File: config.mk
export PLATFORM = sky130hd
export DESIGN_NAME = vend_txn_fsm
export DESIGN_NICKNAME = d
export VERILOG_FILES = /design/src/rtl/vend_txn_fsm.sv
export SDC_FILE = /design/constraint.sdc
export NUM_CORES = 1
export LEC_CHECK = 0
export CORE_ASPECT_RATIO = 0.6
export CORE_MARGIN = 2
export CORE_UTILIZATION = 57
export DETAILED_ROUTE_END_ITERATION = 10
export PLACE_DENSITY = 0.89
export REMOVE_ABC_BUFFERS = 1
export SYNTH_ARGS = -nofsm -noshare
export SYNTH_HDL_FRONTEND = slang
export SYNTH_SLANG_ARGS = --single-unit
File: constraint.sdc
create_clock -name clk_fsm -period 11.52 [get_ports clk_fsm]
set_clock_uncertainty 0.2 [all_clocks]
set_input_delay 1.728 -clock clk_fsm [delete_from_list [all_inputs] [get_ports clk_fsm]]
set_output_delay 1.728 -clock clk_fsm [all_outputs]
set_load 0.05 [all_outputs]
File: src/rtl/vend_txn_fsm.sv
// vend_txn_fsm -- purchase-transaction controller for the vending datapath.
//
// Takes an item selection, reads cost/stock from the item memory over the
// fsm_read_* handshake, accumulates inserted currency, then dispenses,
// decrements stock over fsm_update_* and returns change. Cancel and an
// inactivity timeout end the transaction with a refund of the held credit.
//
// Ports:
//   clk_fsm, rst                     clock, synchronous active-high reset
//   item_select_valid/_id            selection strobe and item id
//   currency_valid/_value            coin/note strobe and value (cost units)
//   cancel                           user cancel strobe
//   fsm_read_en/_addr                memory read request (one cycle)
//   fsm_item_cost/_available         read data, qualified by fsm_data_valid
//   fsm_update_en/_addr              stock-decrement request (one cycle)
//   dispense_valid/_item             dispense pulse and item
//   change_valid/_value              change/refund pulse and amount
//   coin_reject                      currency returned unaccepted
//   txn_done/txn_status              end-of-transaction pulse and result
//   busy                             high whenever not idle
// All outputs are registered.
module vend_txn_fsm #(
    parameter int MAX_ITEMS      = 1024,
    parameter int ADDR_WIDTH     = 10,
    parameter int TIMEOUT_CYCLES = 1000
) (
    input  logic                  clk_fsm,
    input  logic                  rst,
    input  logic                  item_select_valid,
    input  logic [ADDR_WIDTH-1:0] item_select_id,
    input  logic                  currency_valid,
    input  logic [7:0]            currency_value,
    input  logic                  cancel,
    output logic                  fsm_read_en,
    output logic [ADDR_WIDTH-1:0] fsm_read_addr,
    input  logic [15:0]           fsm_item_cost,
    input  logic [7:0]            fsm_item_available,
    input  logic                  fsm_data_valid,
    output logic                  fsm_update_en,
    output logic [ADDR_WIDTH-1:0] fsm_update_addr,
    output logic                  dispense_valid,
    output logic [ADDR_WIDTH-1:0] dispense_item,
    output logic                  change_valid,
    output logic [15:0]           change_value,
    output logic                  coin_reject,
    output logic                  txn_done,
    output logic [2:0]            txn_status,
    output logic                  busy
);

    typedef enum logic [2:0] {
        S_IDLE, S_FETCH, S_WAIT_DATA, S_COLLECT, S_VEND, S_CHANGE, S_DONE
    } state_t;

    localparam logic [2:0] ST_VENDED    = 3'd0;
    localparam logic [2:0] ST_SOLD_OUT  = 3'd1;
    localparam logic [2:0] ST_BAD_ID    = 3'd2;
    localparam logic [2:0] ST_CANCELLED = 3'd3;
    localparam logic [2:0] ST_TIMEOUT   = 3'd4;

    localparam int CW = (TIMEOUT_CYCLES > 2) ? $clog2(TIMEOUT_CYCLES) : 1;
    localparam logic [CW-1:0] CNT_LAST = CW'(TIMEOUT_CYCLES - 1);
    // One extra bit so MAX_ITEMS == 2**ADDR_WIDTH is representable.
    localparam logic [ADDR_WIDTH:0] ID_LIMIT = (ADDR_WIDTH + 1)'(MAX_ITEMS);

    state_t                state, state_d;
    logic [ADDR_WIDTH-1:0] item_id, item_id_d;
    logic [15:0]           cost, cost_d;
    logic [15:0]           credit, credit_d;
    logic [CW-1:0]         cnt, cnt_d;
    logic [2:0]            reason, reason_d;   // status carried through CHANGE

    logic [ADDR_WIDTH-1:0] read_addr_d, update_addr_d, disp_item_d;
    logic [15:0]           chg_val_d;
    logic                  rej_d;
    logic [2:0]            status_d;
    logic [16:0]           sum;
    logic                  coin_ok;

    always_comb begin
        state_d   = state;
        item_id_d = item_id;
        cost_d    = cost;
        credit_d  = credit;
        cnt_d     = cnt;
        reason_d  = reason;
        chg_val_d = change_value;
        status_d  = txn_status;
        // Currency is only ever taken in COLLECT; everywhere else it bounces.
        rej_d     = currency_valid && (state != S_COLLECT);
        sum       = {1'b0, credit} + 17'(currency_value);
        coin_ok   = currency_valid && !sum[16];

        case (state)
            S_IDLE: begin
                if (item_select_valid) begin
                    if ({1'b0, item_select_id} < ID_LIMIT) begin
                        item_id_d = item_select_id;
                        state_d   = S_FETCH;
                    end else begin
                        state_d  = S_DONE;
                        status_d = ST_BAD_ID;
                    end
                end
            end
            S_FETCH: begin
                cnt_d   = '0;
                state_d = S_WAIT_DATA;
            end
            S_WAIT_DATA: begin
                if (fsm_data_valid) begin
                    cost_d = fsm_item_cost;
                    cnt_d  = '0;
                    if (fsm_item_available == 8'd0) begin
                        state_d  = S_DONE;
                        status_d = ST_SOLD_OUT;
                    end else if (fsm_item_cost == 16'd0) begin
                        state_d  = S_VEND;
                        reason_d = ST_VENDED;
                    end else begin
                        state_d = S_COLLECT;
                    end
                end else if (cnt == CNT_LAST) begin
                    state_d  = S_DONE;
                    status_d = ST_TIMEOUT;
                end else begin
                    cnt_d = cnt + CW'(1);
                end
            end
            S_COLLECT: begin
                // cancel > coin > timeout
                if (cancel) begin
                    state_d   = S_CHANGE;
                    reason_d  = ST_CANCELLED;
                    chg_val_d = credit;
                    rej_d     = currency_valid;
                end else if (coin_ok) begin
                    credit_d = sum[15:0];
                    cnt_d    = '0;
                    if (sum[15:0] >= cost) begin
                        state_d  = S_VEND;
                        reason_d = ST_VENDED;
                    end
                end else begin
                    // Overflowing coin: returned, and it does not count as activity.
                    rej_d = currency_valid;
                    if (cnt == CNT_LAST) begin
                        state_d   = S_CHANGE;
                        reason_d  = ST_TIMEOUT;
                        chg_val_d = credit;
                    end else begin
                        cnt_d = cnt + CW'(1);
                    end
                end
            end
            S_VEND: begin
                state_d   = S_CHANGE;
                chg_val_d = credit - cost;   // credit >= cost is guaranteed here
            end
            S_CHANGE: begin
                credit_d = '0;
                state_d  = S_DONE;
                status_d = reason;
            end
            S_DONE:  state_d = S_IDLE;
            default: state_d = S_IDLE;
        endcase

        // FETCH/VEND/CHANGE/DONE each last exactly one cycle, so their pulse
        // outputs are simply "next state is X", registered.
        read_addr_d   = (state_d == S_FETCH) ? item_id_d : fsm_read_addr;
        update_addr_d = (state_d == S_VEND)  ? item_id_d : fsm_update_addr;
        disp_item_d   = (state_d == S_VEND)  ? item_id_d : dispense_item;
    end

    always_ff @(posedge clk_fsm) begin
        if (rst) begin
            state           <= S_IDLE;
            item_id         <= '0;
            cost            <= '0;
            credit          <= '0;
            cnt             <= '0;
            reason          <= '0;
            fsm_read_en     <= 1'b0;
            fsm_read_addr   <= '0;
            fsm_update_en   <= 1'b0;
            fsm_update_addr <= '0;
            dispense_valid  <= 1'b0;
            dispense_item   <= '0;
            change_valid    <= 1'b0;
            change_value    <= '0;
            coin_reject     <= 1'b0;
            txn_done        <= 1'b0;
            txn_status      <= '0;
            busy            <= 1'b0;
        end else begin
            state           <= state_d;
            item_id         <= item_id_d;
            cost            <= cost_d;
            credit          <= credit_d;
            cnt             <= cnt_d;
            reason          <= reason_d;
            fsm_read_en     <= (state_d == S_FETCH);
            fsm_read_addr   <= read_addr_d;
            fsm_update_en   <= (state_d == S_VEND);
            fsm_update_addr <= update_addr_d;
            dispense_valid  <= (state_d == S_VEND);
            dispense_item   <= disp_item_d;
            change_valid    <= (state_d == S_CHANGE);
            change_value    <= chg_val_d;
            coin_reject     <= rej_d;
            txn_done        <= (state_d == S_DONE);
            txn_status      <= status_d;
            busy            <= (state_d != S_IDLE);
        end
    end

endmodule

==> run_results.csv, run 1 <==
group,metric,value,unit
yosys,syn_area,0.00575,sq mm
cts,htree_levels,3,
setup_path,worstPathArrival,7.29,ns
yosys,synthSimpleGateAreaFrac,20.5,%
setup_path,startpoint_type,"primary input",
sta,worst_pin_slew,1.23,ns
setup_path,endpoint_kind,"flip-flop",
route,wl_per_cell,17.1,um
route,drt-initial-drc-count,662,
route,vias_per_cell,5.99,
yosys,synth-adder-area-share,9.40,%
setup_path,max_stage_delay,1.05,ns
setup_path,worst-setup-path-type,"in2reg",
route,wirelength,15600,um
power,power.density,132,mW/mm^2
cts,clk_pin_slew,0.07,ns
cts,cts_made_buffers,9,
sta,finalSetupTns,0,ns
yosys,synth_area_per_cell,8.30,sq um
yosys,ys_ff_latch,102,
placed_design,portBuffers,103,
flow_run,drv_cap,0,
cells_and_area,multi_input_area,0.00340,sq mm
sta,hold_slack,0.262,ns
setup_path,worstPathRequired,11.52,ns
yosys,async_flop_share,0,%
cells_and_area,nets,861,
yosys,synth.area.mux_share,6.46,%
placed_design,dp_slack,4.07,ns
cells_and_area,layout-drive-gt1-share,4.64,%
floorplanning,core,0.00984,sq mm
setup_path,slowest_stage,"nor3_4",
power,finalPower,0.933,mW
yosys,ys_types,62,
route,antenna_left,0,
placed_design,gp_congestion,0.958,
grt,grt.total_usage,28.9,%
sta,layout_setup_ws,4.23,ns
yosys,synth-compound-area-share,18.7,%
cells_and_area,diodes,0,
floorplanning,dieWidth,134,um
cts,post_cts_resized,0,
yosys,synth-edff-count,0,
cts,clock-root-buffer,"clkbuf_16",
setup_path,cp_max_fo,20,
sta,setup_viol,0,
sta,max_clock_freq,0.137,GHz
cts,post_cts_buffers,0,
setup_path,crit_buf_inv,2,
yosys,yosys_warnings,0,
cells_and_area,register_area,0.00204,sq mm
sta,finalMaxSlewViolations,0,
sta,finalHoldViolCount,0,
grt,overflow,0,
floorplanning,num_rows,28,
setup_path,path_cells,"clkdlybuf4s50_1 > ha_1 > inv_1 > fa_1 > nor2b_1 > o31a_1 > o31a_1 > o21ai_0 > a21oi_1 > nand3_1 > xnor2_1 > ha_1 > a211o_1 > o31ai_1 > o311ai_2 > nor3_4 > mux2i_1 > nor2_1",
cells_and_area,final_util,71.7,%
yosys,synth_xor_area_share,3.81,%
setup_path,path_delay_family,"compound AO/OA/AOI/OAI gates",
cts,cts_tree,"yes",
floorplanning,pin_count,104,
sta,worst_slew_margin_rel,17.9,%
grt,grt_pass1_wl,24700,um
cts,cts_max_path_buffers,2,
cts,holdBufCountCts,0,
grt,antenna_found_initial,0,
yosys,syn_inst,693,
cells_and_area,filler_cell_count,689,
yosys,ys.flop_type,"dfxtp_1",
floorplanning,dieArea,0.0109,sq mm
route,drc,0,
placed_design,dpl.hpwl,11300,um
power,ir_drop,0.000102,V
route,firstDrtPassIters,6,
grt,grt_pass1_vias,5041,
cts,clk_latency,0.36,ns
route,vias,5458,
yosys,synth_top_family_by_area,"simple AND/OR/NAND/NOR gates",
sta,finalCritPeriodShare,63.3,%
sta,fin_crit,7.29,ns
floorplanning,initial_utilization,58.4,%
worst_hold_path,hold_path_class,"reg2reg",
yosys,yosysSeqAreaShare,35.5,%
cells_and_area,syn2layout_area_growth,22.7,%
sta,grt_setup_unrepaired,"no",
run_status,outcome,"complete, no violations",
cts,clkSinkCount,102,
power,leakagePower,2.69,nW
floorplanning,die_h,81.8,um
grt,grt_start_max_net_pins,99,
[worst paths after layout]
check / from / endpoint / slack, ns / depth (start not counted)
setup reg to reg: credit[0]$_SDFFE_PP0P_ / fsm_read_addr[7]$_SDFFE_PP0N_ / 5.67 / 17
hold / removal: cost[4]$_SDFFE_PP0P_ / cost[4]$_SDFFE_PP0P_ / 0.26 / 2
hold reg to reg: cost[4]$_SDFFE_PP0P_ / cost[4]$_SDFFE_PP0P_ / 0.26 / 2
setup / recovery: currency_value[0] / fsm_read_addr[7]$_SDFFE_PP0N_ / 4.23 / 18
[layer usage]
layer  vias up  part of all wire [%]  track usage (%)
li1       2592                     -                -
met1      2529                    43             37.4
met2       303                    45             47.5
met3        34                    11             8.77
met4         0                   2.0             8.51
met5         -                     0                0
[cell usage in the layout, fill, tap and decap left out, types with 10 or more instances in the layout]
cell type	netlist	final
a211oi_1	17	17
a21oi_1	68	68
clkdlybuf4s50_1	0	102
dfxtp_1	102	102
ha_1	40	40
inv_1	30	30
mux2i_1	36	36
nand2_1	82	82
nand3_1	17	17
nor2_1	86	86
nor4_1	10	10
o21ai_0	22	22
xnor2_1	17	17
[Yosys cell counts (8+ instances only)]
cell type | n | area (sq um)
dfxtp_1 | 102 | 2040
clkbuf_1 | 19 | 71.3
a21o_1 | 9 | 67.6
nor4_1 | 10 | 62.6
nand2_1 | 82 | 308
nand2b_1 | 9 | 56.3
a211oi_1 | 17 | 128
and3_1 | 8 | 50.1
xor2_1 | 8 | 70.1
buf_4 | 15 | 113
inv_1 | 30 | 113
ha_1 | 40 | 500
nand3_1 | 17 | 85.1
a21oi_1 | 68 | 340
xnor2_1 | 17 | 149
mux2i_1 | 36 | 360
o21ai_0 | 22 | 110
nor2_1 | 86 | 323
[power breakdown]
part	leakage, nW	internal [mW]	switching (mW)
registers	0.826	0.373	0.0133
logic	1.72	0.102	0.149
clock network	0.145	0.152	0.144
total	2.69	0.627	0.306
[registers in the layout, summed over array words and instances (netlist names), 2 cells and up]
signal / count
dispense_item: 10
item_id: 10
state: 3
fsm_read_addr: 10
cost: 16
reason: 2
change_value: 16
credit: 16
txn_status: 3
cnt: 10
[cell families (layout without fill, tap and decap cells)]
group / after synthesis / in the layout
and+or+nand+nor: 254 / 254
AOI/OAI and AO/OA: 164 / 164
adders and majority gates: 42 / 42
muxes: 37 / 37
DFF: 102 / 102
buffers and inverters: 69 / 152
xor gates and xnor gates: 25 / 25
[final cells by class]
class | count | share of cell area [%]
clock buffers | 9 | 3.19
clock inverters | 7 | 0.887
inverters | 30 | 1.60
multi-input cells | 522 | 48.1
flip-flops and latches | 102 | 28.9
well taps | 135 | 2.39
repair buffers | 106 | 14.9
[through the flow]
step	instance area (sq um)	cells
2_1_floorplan	5540	654
3_3_place_gp	6770	895
3_5_place_dp	6770	895
4_1_cts	7060	911
5_1_grt	7060	911
6_report	7060	911
[tightest hold or removal path: cells and delay by family, from the launching register on]
kind	cells	cell delay, ns
AO/OA/AOI/OAI	1	0.05
flip-flops	1	0.31
AND/OR/NAND/NOR	1	0.05
Power figures use the tool's default switching activity.
==> inputs of run 2 (changes only) <==
--- a/config.mk
+++ b/config.mk
@@ -7,9 +7,9 @@
 export LEC_CHECK = 0
 export CORE_ASPECT_RATIO = 0.6
 export CORE_MARGIN = 2
-export CORE_UTILIZATION = 57
+export CORE_UTILIZATION = 48
 export DETAILED_ROUTE_END_ITERATION = 10
-export PLACE_DENSITY = 0.89
+export PLACE_DENSITY = 0.8
 export REMOVE_ABC_BUFFERS = 1
 export SYNTH_ARGS = -nofsm -noshare
 export SYNTH_HDL_FRONTEND = slang
==> constraint.sdc (replaced) <==
create_clock -name clk_fsm -period 5.9 [get_ports clk_fsm]
set_clock_uncertainty 0.2 [all_clocks]
set_input_delay 0.885 -clock clk_fsm [delete_from_list [all_inputs] [get_ports clk_fsm]]
set_output_delay 0.885 -clock clk_fsm [all_outputs]
set_load 0.05 [all_outputs]
==> run_results.csv, run 2 (synthesis gave the netlist of run 1 again) <==
group,metric,value,unit
run_status,outcome,"complete, no violations",
grt,grtUsageMet1,34.9,%
cells_and_area,register_area,0.00204,sq mm
power,power.density,271,mW/mm^2
route,vias,5376,
floorplanning,dieArea,0.0129,sq mm
power,leakagePower,2.75,nW
route,wl_per_cell,16.8,um
cts,clkSinkCount,102,
cells_and_area,diodes,0,
route,drt-initial-drc-count,582,
setup_path,crit_buf_inv,3,
sta,fin_crit,5.51,ns
sta,worst_slew_margin_rel,22.7,%
setup_path,reg2reg_from,"credit[1]$_SDFFE_PP0P_",
setup_path,worst-setup-path-type,"in2reg",
cells_and_area,filler_cell_count,963,
grt,use_met2,39.5,%
setup_path,slowest_stage,"clkdlybuf4s50_1",
route,antenna_left,0,
cts,clock-root-buffer,"clkbuf_16",
cells_and_area,final_cell_mix,"dfxtp_1 (102), clkdlybuf4s50_1 (102), nor2_1 (86)",
grt,grt.total_usage,25.0,%
sta,finalSetupTns,0,ns
sta,worst_pin_slew,1.15,ns
placed_design,dpl.hpwl,12100,um
sta,finalMaxSlewViolations,0,
sta,hold_slack,0.257,ns
cts,clk_pin_slew,0.07,ns
cells_and_area,nets,866,
flow_run,drv_cap,0,
cells_and_area,multi_input_area,0.00340,sq mm
cts,holdBufCountCts,0,
setup_path,cpMostUsedCell,"a21oi_1",
sta,setup_viol,0,
worst_hold_path,min_to,"cost[11]$_SDFFE_PP0P_",
floorplanning,initial_utilization,50.1,%
grt,grt_pass1_wl,25800,um
cells_and_area,reg.largest.list,"change_value: 16 flops, cost: 16 flops, credit: 16 flops",
power,finalPower,1.95,mW
cts,cts_max_path_buffers,2,
grt,antenna_found_initial,0,
worst_hold_path,hold_path_class,"reg2reg",
grt,grt_start_max_net_pins,54,
setup_path,cp_max_fo,24,
setup_path,r2r_slack,1.03,ns
grt,grtUsageMet3,6.24,%
floorplanning,dieWidth,145,um
sta,max_clock_freq,0.181,GHz
placed_design,portBuffers,103,
setup_path,path_cells,"clkdlybuf4s50_1 > ha_1 > a21o_1 > a21oi_1 > o21bai_1 > a21oi_1 > o21bai_1 > a21oi_1 > xnor2_1 > ha_1 > nand2_1 > nor3_1 > a21oi_1 > nor4b_1 > o31ai_1 > buf_4 > o311ai_2 > nor3b_4 > buf_4 > nor2_1 > a311oi_2",
setup_path,startpoint_type,"primary input",
cts,cts_tree,"yes",
cts,cts_made_buffers,9,
route,drc,0,
setup_path,worstPathRequired,5.96,ns
sta,finalHoldViolCount,0,
setup_path,r2r_end,"change_value[4]$_SDFFE_PP0P_",
route,wirelength,15900,um
power,ir_drop,0.000161,V
sta,finalCritPeriodShare,93.4,%
floorplanning,num_rows,30,
worst_hold_path,hold_start,"cost[11]$_SDFFE_PP0P_",
grt,grt_pass1_vias,5108,
setup_path,path_delay_family,"compound AO/OA/AOI/OAI gates",
cells_and_area,layout-drive-gt1-share,5.12,%
grt,overflow,0,
cts,htree_levels,3,
cts,post_cts_buffers,0,
route,vias_per_cell,5.71,
sta,grt_setup_unrepaired,"no",
route,firstDrtPassIters,6,
setup_path,endpoint_kind,"flip-flop",
floorplanning,die_h,88.8,um
cells_and_area,syn2layout_area_growth,25.1,%
cts,post_cts_resized,0,
placed_design,placed_cells,925,
setup_path,worstPathArrival,5.57,ns
cells_and_area,layoutNonFillerInstCount,941,
setup_path,max_stage_delay,0.46,ns
floorplanning,core,0.0115,sq mm
floorplanning,pin_count,104,
worst_hold_path,min_delay_path_depth,2,
setup_path,rr_worst_depth,20,
placed_design,gp_congestion,0.880,
cts,clk_latency,0.35,ns
grt,grt-busiest-layer,"met2",
## run 2: cell types whose count changed in the layout (fill, tap and decap cells not counted)
| cell | previous run | this run |
|---|---|---|
| inv_8 | 2 | 0 |
| clkbuf_1 | 0 | 1 |
| clkinv_2 | 1 | 0 |
| clkinv_4 | 1 | 0 |
| bufinv_16 | 0 | 3 |
| buf_4 | 3 | 7 |
| buf_12 | 0 | 1 |
## run 2: routing by layer
metal | vias up | share of wire [%]
li1 | 2599 | -
met1 | 2522 | 46
met2 | 231 | 44
met3 | 24 | 8.5
met4 | 0 | 1.0
met5 | - | 0
## run 2: report_power, final
| part | internal (mW) | switching (mW) | total [mW] |
|---|---|---|---|
| sequential | 0.728 | 0.0251 | 0.753 |
| clock | 0.420 | 0.272 | 0.692 |
| combinational | 0.208 | 0.297 | 0.505 |
## run 2: worst max path at each step
| stage | startpoint | to | cells after the start |
|---|---|---|---|
| 4_1_cts | currency_value[1] | change_value[4]$_SDFFE_PP0P_ | 21 |
| 3_3_place_gp | currency_value[1] | change_value[4]$_SDFFE_PP0P_ | 20 |
| 3_5_place_dp | currency_value[1] | change_value[4]$_SDFFE_PP0P_ | 21 |
| 2_1_floorplan | currency_value[0] | fsm_read_addr[0]$_SDFFE_PP0N_ | 17 |
| 5_1_grt | currency_value[1] | change_value[4]$_SDFFE_PP0P_ | 21 |
| 6_report | currency_value[1] | change_value[4]$_SDFFE_PP0P_ | 21 |
## run 2: area by class of cell
type / instances / share of cell area [%]
Tap cell: 160 / 2.78
Clock buffer: 10 / 3.18
Multi-Input combinational cell: 522 / 47.2
Sequential cell: 102 / 28.4
Timing Repair Buffer: 111 / 15.3
Inverter: 30 / 1.57
Clock inverter: 6 / 1.62
## run 2: worst reg2reg max path, delay by kind of cell, from the launching register on
family | cells | cell delay (ns)
compound gates | 10 | 1.97
xor+xnor | 1 | 0.11
simple gates | 5 | 1.05
fa+ha+maj | 2 | 0.56
flops | 1 | 0.41
buf+inv | 2 | 0.47
## run 2: per-stage QoR
step / worst slack, ns / area, sq um / utilization (%)
5_1_grt: 0.149 / 7190 / 62.6
4_1_cts: 0.435 / 7190 / 62.6
3_5_place_dp: 0.130 / 6850 / 59.6
3_3_place_gp: 0.240 / 6850 / 59.6
6_report: 0.389 / 7190 / 62.6
2_1_floorplan: 0.0610 / 5540 / -
